**src/rtl/llsc_resv_ctrl.sv**
```systemverilog
// LL/SC reservation controller: tracks the LLbit and reserved granule, resolves SC results
// and drives the LLbit register write port. Optional reservation expiry under LLSC_TIMEOUT_EN.
module llsc_resv_ctrl #(
    parameter int AW      = 32,
    parameter int GRAN    = 2,
    parameter int TIMEOUT = 1024
) (
    input  logic               clk,
    input  logic               rst_n,
    input  logic               stall_i,
    input  logic               ll_req_i,
    input  logic               sc_req_i,
    input  logic [AW-1:0]      mem_addr_i,
    input  logic               snoop_wr_i,
    input  logic [AW-1:0]      snoop_addr_i,
    input  logic               flush_i,
    output logic               sc_done_o,
    output logic               sc_ok_o,
    output logic               we_LLbit_o,
    output logic               wdata_LLbit_o,
    output logic               llbit_o,
    output logic [AW-GRAN-1:0] resv_addr_o,
    output logic               timeout_o
);

    typedef enum logic {
        IDLE = 1'b0,
        RESV = 1'b1
    } state_t;

    state_t              state_r, state_nxt_s;
    logic [AW-GRAN-1:0]  resv_addr_r, resv_addr_nxt_s;
    logic                sc_done_r, sc_ok_r, we_r, wdata_r, timeout_r;
    logic                sc_ok_nxt_s, we_nxt_s, wdata_nxt_s, timeout_nxt_s;
    logic                ll_eff_s, sc_eff_s, in_resv_s, match_s, snoop_hit_s;
    logic                ll_take_s, expire_s;
    logic                unused_s;

    assign ll_eff_s    = ll_req_i & ~stall_i;
    assign sc_eff_s    = sc_req_i & ~stall_i;
    assign in_resv_s   = (state_r == RESV);
    assign match_s     = (mem_addr_i[AW-1:GRAN] == resv_addr_r);
    assign snoop_hit_s = snoop_wr_i & (snoop_addr_i[AW-1:GRAN] == resv_addr_r);

`ifdef LLSC_TIMEOUT_EN
    localparam int CW = $clog2(TIMEOUT) + 1;
    localparam logic [CW-1:0] CNT_LAST = CW'(TIMEOUT - 32'sd1);

    logic [CW-1:0] cnt_r;

    // Reservation age: restarts on every accepted LL, counts while reserved
    always_ff @(posedge clk or negedge rst_n) begin
        if (!rst_n) begin
            cnt_r <= {CW{1'b0}};
        end else if (ll_take_s) begin
            cnt_r <= {CW{1'b0}};
        end else if (in_resv_s) begin
            cnt_r <= cnt_r + {{(CW-1){1'b0}}, 1'b1};
        end else begin
            cnt_r <= cnt_r;
        end
    end

    assign expire_s = in_resv_s & (cnt_r == CNT_LAST);
    assign unused_s = ^{mem_addr_i[GRAN-1:0], snoop_addr_i[GRAN-1:0]};
`else
    // Reservation is held until an explicit clear event; TIMEOUT only sizes the optional counter
    assign expire_s = 1'b0;
    assign unused_s = ^{mem_addr_i[GRAN-1:0], snoop_addr_i[GRAN-1:0], (TIMEOUT < 32'sd1)};
`endif

    // Next state by priority: flush, SC, LL, then snoop/expiry clear
    always_comb begin
        state_nxt_s     = state_r;
        resv_addr_nxt_s = resv_addr_r;
        ll_take_s       = 1'b0;
        if (flush_i) begin
            state_nxt_s = IDLE;
        end else if (sc_eff_s) begin
            state_nxt_s = IDLE;
        end else if (ll_eff_s) begin
            state_nxt_s     = RESV;
            resv_addr_nxt_s = mem_addr_i[AW-1:GRAN];
            ll_take_s       = 1'b1;
        end else if (in_resv_s && (snoop_hit_s || expire_s)) begin
            state_nxt_s = IDLE;
        end else begin
            state_nxt_s = state_r;
        end
    end

    // Result and LLbit write-port values presented one cycle after the deciding cycle
    always_comb begin
        sc_ok_nxt_s   = sc_eff_s & ~flush_i & in_resv_s & match_s & ~snoop_hit_s;
        timeout_nxt_s = expire_s & ~flush_i & ~sc_eff_s & ~ll_eff_s;
        we_nxt_s      = (state_nxt_s != state_r) | (ll_take_s & in_resv_s);
        if (we_nxt_s) begin
            wdata_nxt_s = (state_nxt_s == RESV);
        end else begin
            wdata_nxt_s = wdata_r;
        end
    end

    // State, reservation address and registered outputs
    always_ff @(posedge clk or negedge rst_n) begin
        if (!rst_n) begin
            state_r     <= IDLE;
            resv_addr_r <= {(AW-GRAN){1'b0}};
            sc_done_r   <= 1'b0;
            sc_ok_r     <= 1'b0;
            we_r        <= 1'b0;
            wdata_r     <= 1'b0;
            timeout_r   <= 1'b0;
        end else begin
            state_r     <= state_nxt_s;
            resv_addr_r <= resv_addr_nxt_s;
            sc_done_r   <= sc_eff_s;
            sc_ok_r     <= sc_ok_nxt_s;
            we_r        <= we_nxt_s;
            wdata_r     <= wdata_nxt_s;
            timeout_r   <= timeout_nxt_s;
        end
    end

    assign llbit_o       = (state_r == RESV);
    assign resv_addr_o   = resv_addr_r;
    assign sc_done_o     = sc_done_r;
    assign sc_ok_o       = sc_ok_r;
    assign we_LLbit_o    = we_r;
    assign wdata_LLbit_o = wdata_r;
    assign timeout_o     = timeout_r;

endmodule

```
**config.mk**
```make
export PLATFORM = sky130hd
export DESIGN_NAME = llsc_resv_ctrl
export DESIGN_NICKNAME = d
export VERILOG_FILES = /design/src/rtl/llsc_resv_ctrl.sv
export SDC_FILE = /design/constraint.sdc
export NUM_CORES = 1
export LEC_CHECK = 0
export CAP_MARGIN = 15
export CORE_AREA = 2 2 93 68
export CTS_CLUSTER_DIAMETER = 200
export DETAILED_ROUTE_END_ITERATION = 6
export DIE_AREA = 0 0 95 70
export PLACE_DENSITY_LB_ADDON = 0.15
export SLEW_MARGIN = 20
export SYNTH_ARGS = -nofsm -noshare
export SYNTH_HDL_FRONTEND = slang
export SYNTH_SLANG_ARGS = --single-unit
export TNS_END_PERCENT = 10
```
**constraint.sdc**
```tcl
create_clock -name clk -period 1.5 [get_ports clk]
set_input_delay 0.3 -clock clk [delete_from_list [all_inputs] [get_ports clk]]
set_output_delay 0.3 -clock clk [all_outputs]
set_load 0.01 [all_outputs]
```
==> results.cfg, run 1 <==
[timing]
fin_ws_ns = -0.209
fmax_mhz = 585
fin_crit_sh_pct = 114
setup_viol = 4
grt_setup_unrepaired = yes
hold_slack_ns = 0.477
clock-skew-final_ns = 0.00599
final_hold_viol_count = 0
finalCriticalPeriod_ns = 1.71
drv_slew = 0

[route]
post_drt_wl_per_cell_um = 15.4
vias_per_cell = 4.67
wirelength_um = 6270
first_iter_violations = 15
drcViolationCount = 0
dr.pass1.iters = 4
ant_nets = 0
num_vias = 1902

[critical_path]
slowest_stage = dfrtp_1
critical_path_class = register to register
cp_num_buf_inv = 1
r2r-end = sc_ok_o
cp_data_required_time_ns = 1.68
critical_path.max_fanout = 3
cp_data_arrival_time_ns = 1.89
path_cells = buf_6 > xnor2_2 > nand4_1 > nor4_2 > nand4_1 > a2111oi_2
crit_family = simple AND/OR/NAND/NOR gates
crit_path_start_kind = register
reg2regPathDepth = 6
timing.critical_path.mode_cell = nand4_1
r2r-start = resv_addr_o[15]
worst_path_largest_cell_delay_ns = 0.42
r2r_slack_ns = -0.21
end_kind = register

[grt]
grt_usage_pct = 19.7
first_global_vias = 2054
grt_max_degree = 32
overflow = 0
grt_pass1_wl_um = 9980
antenna_found_initial = 0

[die]
die_w_um = 95
die_h_um = 70
num_io_pins = 107
core_um2 = 5920
start_util_pct = 34.4
rows = 24
fp.dieArea_um2 = 6650

[place]
placed_area_um2 = 3500
numPortBuffers = 101
dp.final_hpwl_um = 4880
gp_congestion = 0.865

[hold_path]
hold_class = input pin to async pin

[cells_and_area]
final_area_um2 = 3820
nFillCells = 503
area.growth.synth_to_final_pct = 87.5
multi_input_area_um2 = 1370
final_cell_mix = clkdlybuf4s50_1 (55), buf_4 (50), dlygate4sd2_1 (43)
drive_gt1_share_pct = 36.8
antenna_cells = 0
nets = 401
seq_area_um2 = 880
layout_commonest_cell = clkdlybuf4s50_1

[run_status]
failed_checks = negative setup slack
status = finished, violations left

[pwr]
p_switching_uw = 1270
p_int_uw = 2610
p_leak_uw = 0.00167
combPwrFrac_pct = 49.1
p_seq_share_pct = 34.7
power_density_nw_per_um2 = 1020
clock_power_share_pct = 16.2
vdd_drop_max_mv = 0.539
switching_share_pct = 32.8

[yosys]
synth_edf_count = 0
netlist_area_um2 = 2040
syn_nets = 242
ys_seq_elements = 35
ys.flop_type = dfrtp_1
syn_inst = 171
avgSynthCellArea_um2 = 11.9
yosysUniqueCellTypes = 23
synth-warning-count = 0
async_flop_share_pct = 100
ys_seq_area_share_pct = 43.0

[clocking]
cts_made_buffers = 5
cts.clk_slew.worst_paths_ns = 0.07
clock_path_buffers = 2
cts_tree = built
worst_skew_pair.late_latency_ns = 0.28
h-tree-depth = 2
cts_sinks = 35
root_buffer = clkbuf_8

[job]
maxCapViolations = 0
## worst max-delay path by stage
stage	from	end	slack, ns	cells past startpoint
after detailed placement	mem_addr_i[31]	sc_ok_o	-0.70	6
after CTS	resv_addr_o[15]	sc_ok_o	-0.21	6
after global routing	resv_addr_o[6]	sc_ok_o	-0.30	6
after global placement	mem_addr_i[31]	sc_ok_o	-0.67	6
final	resv_addr_o[15]	sc_ok_o	-0.21	6
after floorplan	resv_addr_o[6]	wdata_LLbit_o	-0.08	5
## cell usage after synthesis, types with 2 or more instances
library cell	count	area (um^2)
buf_2	3	15.0
dfrtp_1	35	876
inv_1	2	7.51
mux2_1	6	67.6
mux2_2	24	270
nand4_1	19	119
nor4_1	7	43.8
o21ai_1	2	10.0
xnor2_1	47	412
xor2_1	13	114
## cells by family (layout without fill, tap and decap cells)
logic type      count (synthesis)  in the layout  share of synthesized area [%]
compound gates                  6              6                           1.97
flops                          35             35                           43.0
other cells                     1              1                          0.184
mux                            30             30                           16.6
xor+xnor                       60             60                           25.8
buf+inv                         6            164                           1.47
simple gates                   33             33                           11.0
## cell type report
class / count / area share, %
well taps: 78 / 2.55
flip-flops and latches: 35 / 23.0
clock buffers: 6 / 1.90
multi-input cells: 130 / 35.8
repair buffers: 156 / 36.6
inverters: 2 / 0.197
## power groups by stage
stage	logic, uW	clock network [uW]	registers, uW
5_1_grt	2060	677	1380
2_1_floorplan	593	0	1450
3_5_place_dp	1830	0	1340
3_3_place_gp	1820	0	1330
6_report	1910	628	1350
4_1_cts	1870	644	1340
## metrics by stage
step	TNS, ns	worst slack (ns)	util [%]	instances	power (uW)
global placement	-15.19	-0.671	59.2	393	3150
detailed placement	-15.83	-0.695	59.2	393	3160
global route	-1.13	-0.302	64.6	407	4120
CTS	-0.679	-0.206	63.3	406	3850
finish	-0.507	-0.209	64.6	407	3880
floorplan	-0.0758	-0.0758	-	171	2050
## registers in the layout, indices dropped and copies added, names as in the netlist
signal         count
we_LLbit_o         1
sc_done_o          1
wdata_LLbit_o      1
resv_addr_o       30
sc_ok_o            1
llbit_o            1
## layer usage
metal | track usage, % | up-vias | part of all wire, %
li1 | - | 939 | -
met1 | 26.9 | 899 | 45
met2 | 31.4 | 59 | 47
met3 | 5.72 | 5 | 7.4
met4 | 3.86 | 0 | 0.61
met5 | 0 | - | 0
## what timing repair did
action,CTS,global route
pin swaps,20,13
hold endpoints to repair,14,0
endpoints found under the setup margin,66,35
buffers inserted,6,1
gates resized for setup,71,15
hold buffers,1,0
Power figures use the tool's default switching activity.
==> run 2: changes to the inputs <==
- GPL_TIMING_DRIVEN: default -> 0
==> run 2 against run 1 <==
- core utilization is 4.1 points lower
- clock power hardly changed
- fmax is 1.2% higher
- sequential cell count stayed put
- hold slack worse by 0.059 ns
- wire length is 2.4% lower
- via count is 7.0% lower
- critical path depth is 1 lower
- the run still ends with negative setup slack left
- critical endpoint is now wdata_LLbit_o
- largest cell class is now multi-input combinational cells
==> results.cfg, run 2 (synthesized netlist as in run 1, its figures left out) <==
[cells_and_area]
nets = 362
layout_commonest_cell = clkdlybuf4s50_1
antenna_cells = 0
final_cell_mix = clkdlybuf4s50_1 (57), dlygate4sd2_1 (42), dfrtp_1 (30)
drive_gt1_share_pct = 27.6
utilization_pct = 60.4
largest_reg_flops = 30
area.growth.synth_to_final_pct = 75.5

[clocking]
cts_tree = built
cts_made_buffers = 5
clock_path_buffers = 2
worst_skew_pair.late_latency_ns = 0.28
h-tree-depth = 2
cts_sinks = 35
cts.clk_slew.worst_paths_ns = 0.07
root_buffer = clkbuf_8

[run_status]
status = finished, violations left
failed_checks = negative setup slack

[route]
first_iter_violations = 75
wirelength_um = 6120
drcViolationCount = 0
ant_nets = 0
post_drt_wl_per_cell_um = 16.6
num_vias = 1769
vias_per_cell = 4.81
dr.pass1.iters = 4

[job]
maxCapViolations = 0

[die]
die_w_um = 95
fp.dieArea_um2 = 6650
core_um2 = 5920
die_h_um = 70
start_util_pct = 34.4
num_io_pins = 107
rows = 24

[timing]
fin_crit_sh_pct = 113
finalCriticalPeriod_ns = 1.69
setup_viol = 4
drv_slew = 0
fmax_mhz = 592
clock-skew-final_ns = 0.00427
grt_setup_unrepaired = yes
final_hold_viol_count = 0
fin_ws_ns = -0.189

[critical_path]
end_kind = register
cp_num_buf_inv = 0
path_cells = xnor2_2 > nand4_1 > or4_4 > nor4_4 > o21ai_1
critical_path_class = register to register
crit_family = simple AND/OR/NAND/NOR gates
crit_path_start_kind = register
critical_path.max_fanout = 4
worst_path_largest_cell_delay_ns = 0.56
cp_data_required_time_ns = 1.67
slowest_stage = or4_4
cp_data_arrival_time_ns = 1.86

[place]
dp.final_hpwl_um = 4700
place_ws_ns = -0.832
numPortBuffers = 101
gp_congestion = 0.760

[pwr]
power.total_uw = 3540
vdd_drop_max_mv = 0.482
p_leak_uw = 0.00150
power_density_nw_per_um2 = 992

[hold_path]
hold_class = input pin to register

[grt]
antenna_found_initial = 0
first_global_vias = 1882
grt_usage_pct = 19.4
grt_pass1_wl_um = 9600
grt_max_degree = 23
overflow = 0
-- run 2: worst paths after layout --
check / start / endpoint / slack, ns / depth (start not counted)
max reg2reg: resv_addr_o[10] / wdata_LLbit_o / -0.19 / 5
min in group asynchronous: rst_n / resv_addr_o[19] / 0.47 / 2
min reg2reg: wdata_LLbit_o / wdata_LLbit_o / 0.53 / 2
min: mem_addr_i[17] / resv_addr_o[15] / 0.42 / 2
max in group asynchronous: rst_n / resv_addr_o[16] / 0.57 / 3
max: resv_addr_o[10] / wdata_LLbit_o / -0.19 / 5
-- run 2: cell type report --
class / count / area (um^2)
tap: 78 / 97.6
buffer: 4 / 62.6
sequential: 35 / 882
timing repair buffer: 113 / 1070
clock buffer: 6 / 72.6
multi-input combinational: 130 / 1380
fill: 517 / 2340
inverter: 2 / 7.51
-- run 2: what timing repair did --
| item | CTS | global route |
|---|---|---|
| pin swaps | 14 | 8 |
| gates resized for setup | 74 | 20 |
| endpoints found under the hold margin | 13 | 0 |
| hold buffers | 1 | 0 |
| buffers inserted | 7 | 4 |
| setup endpoints to repair | 63 | 22 |
-- run 2: power by group --
| group | switching (uW) | total [uW] | internal, uW |
|---|---|---|---|
| registers | 279 | 1420 | 1140 |
| logic | 613 | 1500 | 887 |
| clock network | 320 | 629 | 310 |
-- run 2: routing by layer --
layer  routed length (um)  up-vias  part of all wire, %  global-route usage [%]
li1                     -      854                    -                       -
met1                 2870      845                   47                    27.9
met2                 2770       65                   45                    28.8
met3                  442        5                  7.2                    5.61
met4                   46        0                 0.75                    4.35
met5                    0        -                    0                       0
-- run 2: metrics by stage --
step / TNS, ns / cell area (um^2) / hold WS [ns] / cells
finish: -0.569 / 3570 / 0.417 / 368
global placement: -47.64 / 3150 / 0.515 / 350
floorplan: -0.0758 / 2050 / 0.00441 / 171
CTS: -0.770 / 3430 / 0.415 / 365
detailed placement: -21.63 / 3180 / 0.243 / 351
global route: -0.943 / 3570 / 0.452 / 368
==> run 3: changes to the inputs <==
- GPL_TIMING_DRIVEN: 0 -> default
==> results of run 3 <==
Final layout, timing and power as in run 1 (identical DEF).
